## src/rtl/digital_clock_load_ctrl.sv

```systemverilog
// Load sequencer for a digital clock: walks hr/min/sec fields of the time or an alarm slot off a shared bus.
// Optional handshake timeout is compiled in with `define DIGITAL_CLOCK_LOAD_TIMEOUT_EN.
module digital_clock_load_ctrl #(
  parameter int NUM_ALARMS     = 2,
  parameter int AW             = (NUM_ALARMS > 1) ? $clog2(NUM_ALARMS) : 1,
  parameter int TIMEOUT_CYCLES = 255
) (
  input  logic                  clk,
  input  logic                  reset_n,
  input  logic                  start,
  input  logic                  alarm_req,
  input  logic [AW-1:0]         alarm_sel,
  input  logic                  abort,
  input  logic                  bus_valid,
  output logic                  bus_ready,
  output logic                  ld_hr,
  output logic                  ld_min,
  output logic                  ld_sec,
  output logic                  ld_alarm_hr,
  output logic                  ld_alarm_min,
  output logic                  ld_alarm_sec,
  output logic [AW-1:0]         alarm_idx,
  output logic [NUM_ALARMS-1:0] alarm_armed,
  output logic                  on,
  output logic                  err
);

  typedef enum logic [2:0] {
    IDLE  = 3'd0,
    T_HR  = 3'd1,
    T_MIN = 3'd2,
    T_SEC = 3'd3,
    RUN   = 3'd4,
    A_HR  = 3'd5,
    A_MIN = 3'd6,
    A_SEC = 3'd7
  } state_t;

  state_t                  state_q, state_d;
  logic [AW-1:0]           alarm_idx_q, alarm_idx_d;
  logic [NUM_ALARMS-1:0]   armed_q, armed_d;
  logic                    err_q, err_d;
  logic                    load_st;
  logic                    hs;
  logic                    sel_ok;
  logic                    abort_eff;

  assign load_st = (state_q != IDLE) && (state_q != RUN);
  assign hs      = bus_valid && load_st && !abort;
  assign sel_ok  = (int'(alarm_sel) < NUM_ALARMS);

`ifdef DIGITAL_CLOCK_LOAD_TIMEOUT_EN
  localparam int TW = (TIMEOUT_CYCLES > 1) ? $clog2(TIMEOUT_CYCLES + 1) : 1;

  logic [TW-1:0] cnt_q, cnt_d;
  logic          timeout;

  // A stalled load state behaves exactly like an abort once the budget is spent
  assign timeout   = load_st && !hs && (cnt_q == TW'(TIMEOUT_CYCLES - 1));
  assign abort_eff = abort || timeout;

  always_comb begin
    cnt_d = '0;
    if (load_st && !hs && (state_d == state_q)) cnt_d = cnt_q + 1'b1;
  end

  always_ff @(posedge clk or negedge reset_n) begin
    if (!reset_n) cnt_q <= '0;
    else          cnt_q <= cnt_d;
  end
`else
  assign abort_eff = abort;
`endif

  always_comb begin
    state_d     = state_q;
    alarm_idx_d = alarm_idx_q;
    armed_d     = armed_q;
    err_d       = 1'b0;
    unique case (state_q)
      IDLE: if (start) state_d = T_HR;
      T_HR: begin
        if (abort_eff) state_d = IDLE;
        else if (hs)   state_d = T_MIN;
      end
      T_MIN: begin
        if (abort_eff) state_d = IDLE;
        else if (hs)   state_d = T_SEC;
      end
      T_SEC: begin
        if (abort_eff) state_d = IDLE;
        else if (hs)   state_d = RUN;
      end
      RUN: begin
        if (start) begin
          state_d = T_HR;
        end else if (alarm_req) begin
          if (sel_ok) begin
            state_d     = A_HR;
            alarm_idx_d = alarm_sel;
            // Slot is disarmed while being rewritten so a partial load never fires
            for (int i = 0; i < NUM_ALARMS; i++) begin
              if (alarm_sel == AW'(i)) armed_d[i] = 1'b0;
            end
          end else begin
            err_d = 1'b1;
          end
        end
      end
      A_HR: begin
        if (abort_eff) state_d = RUN;
        else if (hs)   state_d = A_MIN;
      end
      A_MIN: begin
        if (abort_eff) state_d = RUN;
        else if (hs)   state_d = A_SEC;
      end
      A_SEC: begin
        if (abort_eff) begin
          state_d = RUN;
        end else if (hs) begin
          state_d = RUN;
          for (int i = 0; i < NUM_ALARMS; i++) begin
            if (alarm_idx_q == AW'(i)) armed_d[i] = 1'b1;
          end
        end
      end
      default: state_d = IDLE;
    endcase
`ifdef DIGITAL_CLOCK_LOAD_TIMEOUT_EN
    if (timeout) err_d = 1'b1;
`endif
  end

  always_ff @(posedge clk or negedge reset_n) begin
    if (!reset_n) begin
      state_q     <= IDLE;
      alarm_idx_q <= '0;
      armed_q     <= '0;
      err_q       <= 1'b0;
    end else begin
      state_q     <= state_d;
      alarm_idx_q <= alarm_idx_d;
      armed_q     <= armed_d;
      err_q       <= err_d;
    end
  end

  assign bus_ready    = load_st;
  assign ld_hr        = hs && (state_q == T_HR);
  assign ld_min       = hs && (state_q == T_MIN);
  assign ld_sec       = hs && (state_q == T_SEC);
  assign ld_alarm_hr  = hs && (state_q == A_HR);
  assign ld_alarm_min = hs && (state_q == A_MIN);
  assign ld_alarm_sec = hs && (state_q == A_SEC);
  assign alarm_idx    = alarm_idx_q;
  assign alarm_armed  = armed_q;
  assign on           = (state_q == RUN) || (state_q == A_HR) ||
                        (state_q == A_MIN) || (state_q == A_SEC);
  assign err          = err_q;

endmodule

```

## config.mk

```make
export PLATFORM = sky130hd
export DESIGN_NAME = digital_clock_load_ctrl
export DESIGN_NICKNAME = d
export VERILOG_FILES = /design/src/rtl/digital_clock_load_ctrl.sv
export SDC_FILE = /design/constraint.sdc
export NUM_CORES = 1
export LEC_CHECK = 0
export CAP_MARGIN = 20
export CORE_AREA = 2 2 39 41
export DETAILED_ROUTE_END_ITERATION = 7
export DIE_AREA = 0 0 41 43
export GPL_ROUTABILITY_DRIVEN = 0
export PLACE_DENSITY = 0.63
export RECOVER_POWER = 50
export SLEW_MARGIN = 20
export SYNTH_ARGS = -nofsm -noshare
export SYNTH_HDL_FRONTEND = slang
export SYNTH_SLANG_ARGS = --single-unit
```

## constraint.sdc

```tcl
create_clock -name clk -period 1.45 [get_ports clk]
set_clock_uncertainty 0.15 [all_clocks]
set_input_delay 0.3625 -clock clk [delete_from_list [all_inputs] [get_ports clk]]
set_output_delay 0.3625 -clock clk [all_outputs]
set_load 0.01 [all_outputs]
```

==> reports/results.tsv <==
metric	value	unit
syn_nets	60	
rr_worst_depth	6	
ys_seq_area_share	34.8	%
synthToLayoutAreaGrowth	80.6	%
antenna_found_initial	0	
grt_max_degree	7	
fmax	580	MHz
viasPerCell	4.91	
grt_pass1_vias	500	
numCtsBuffers	3	
r2r_end	alarm_armed[0]	
pin_count	19	
dp_hpwl	899	um
synth_fa_ha_area_share	0	%
cts_max_path_buffers	2	
core	0.00138	mm2
path_clk_slew	0.04	ns
cts_sinks	6	
leakagePower	0.381	nW
vias	511	
port_buffers	17	
period_needed	1.72	ns
crit_arrival	1.21	ns
period_share	119	%
diodes	0	
synthXorXnorAreaFrac	2.03	%
final_nets	97	
critPathMaxFanout	4	
synth_top_family_by_area	simple AND/OR/NAND/NOR gates	
reg2reg_slack	-0.23	ns
post_drt_wl_per_cell	12.6	um
pwr-share-comb	65.8	%
powerDensity	1680	mW/mm2
power.internal	798	uW
post-place-cells	96	
h-tree-depth	1	
final_util	56.3	%
cts_tree	done	
seqPwrFrac	23.1	%
r2r_start	state_q[0]	
grt_usage	16.9	%
drc_errors	0	
clk_latency	0.24	ns
switching_power	512	uW
hold_viol	0	
yosysUniqueCellTypes	26	
yosys_warnings	0	
fin_hold_ws	0.276	ns
fin_ws	-0.274	ns
dr.first_iter.drc_count	4	
synth_edf_count	0	
hp-class	input port to asynchronous set/reset pin	
layout.cells.non_filler	104	
rsz0062_at_grt	yes	
die_area	0.00176	mm2
synthTopCellsByArea	dfrtp_1 (35%), nor2_1 (7.8%), buf_6 (5.2%)	
die_w	41	um
setup_violations	11	
synth-compound-area-share	16.8	%
ys_ff_latch	6	
ir_worst_vdd	0.000848	V
cap_viol_max_count	0	
synth_area_leader_cell	dfrtp_1	
status	finished, violations left	
drtAntennaViolNets	0	
dr.pass1.iters	4	
cp.required	0.94	ns
yosysTopAreaCellShare	34.8	%
grt_pass1_wl	1970	um
synth_mux_area_share	2.32	%
crit_type	flip-flop to output port	
fp-row-count	14	
violations	negative setup slack	
avgSynthCellArea	8.14	um2
start_util	31.2	%
grt_overflow_total	0	
pwr-share-clk	11.1	%
async_flop_share	100	%
cts_hold_buf	0	
swShare	39.1	%
crit_start	state_q[0]	
routed_wirelength	1310	um
chipHeight	43	um
synthesis.area	432	um2
endpoint_kind	output port	
crit_path_start_kind	flip-flop	
clockRootBuffer	clkbuf_4	
drive_above_1_share	46.6	%
synthSimpleGateAreaFrac	31.0	%
final-max-slew-violation-count	0	
syn_inst	53	
ys.flop_type	dfrtp_1	
worst max-delay path by stage:
stage / slack (ns) / to / depth (start not counted)
after global routing: -0.31 / ld_min / 3
after global placement: -0.79 / ld_hr / 4
after CTS: -0.23 / bus_ready / 3
final: -0.27 / ld_min / 3
after detailed placement: -0.89 / ld_hr / 4
after floorplan: 0.01 / ld_alarm_min / 3
logic make-up after synthesis:
| group | Yosys count |
|---|---|
| AOI/OAI and AO/OA | 10 |
| muxes | 1 |
| DFF | 6 |
| buffers and inverters | 8 |
| and+or+nand+nor | 26 |
| xor gates and xnor gates | 1 |
| other | 1 |
synthesized netlist by cell type, types with 2 or more instances:
library cell and n:
a21oi_1 2, buf_4 2, buf_6 2, dfrtp_1 6
inv_1 3, nand2_1 5, nor2_1 9, nor3_1 4
o21ai_0 3
power by group through the flow:
| stage | Sequential [mW] | Clock [mW] | Combinational (mW) |
|---|---|---|---|
| final | 0.303 | 0.145 | 0.863 |
| after global routing | 0.309 | 0.171 | 0.918 |
| after CTS | 0.299 | 0.153 | 0.796 |
| after detailed placement | 0.307 | 0 | 0.720 |
| after global placement | 0.304 | 0 | 0.711 |
| after floorplan | 0.304 | 0 | 0.373 |
critical path: stages (launching register included):
cell     delay (ns)
dfrtp_1        0.42
or2b_1         0.27
nor3_2         0.12
buf_2          0.16
what timing repair did:
item	CTS	global route
pin swaps	6	3
setup buffers	4	2
resized for setup	49	6
setup endpoints to repair	16	13
sequential cells by signal, summed over array words and instances, names as in the netlist:
name,cells
alarm_idx,1
alarm_armed,2
state_q,3
per-layer routing:
metal	global-route usage [%]	vias to the layer above	wire, um
li1	-	250	-
met1	18.5	232	504
met2	25.0	21	668
met3	3.14	8	89
met4	16.7	0	51
met5	0	-	0
through the flow:
stage	worst slack, ns	total power [mW]	TNS (ns)	cell area (um2)
2_1_floorplan	0.0131	0.678	0	437
3_3_place_gp	-0.788	1.01	-6.91	698
3_5_place_dp	-0.895	1.03	-7.30	698
4_1_cts	-0.235	1.25	-1.76	751
5_1_grt	-0.308	1.40	-2.54	779
6_report	-0.274	1.31	-1.98	779
layout make-up:
class                           instances  area, um2
Clock buffer                            3       22.5
Fill cell                             125        604
Inverter                                3       11.3
Multi-Input combinational cell         39        274
Sequential cell                         6        150
Tap cell                               16       20.0
Timing Repair Buffer                   37        302
layout by cell type (no fill, tap or decap), drive strengths merged, types with 3 or more instances in the layout:
master	instances
nor2	9
clkbuf	3
nand2	5
dfrtp	6
buf	28
inv	3
o21ai	4
dlygate4sd2	3
clkdlybuf4s50	3
nor3	4
(Power assumes the default switching activity.)
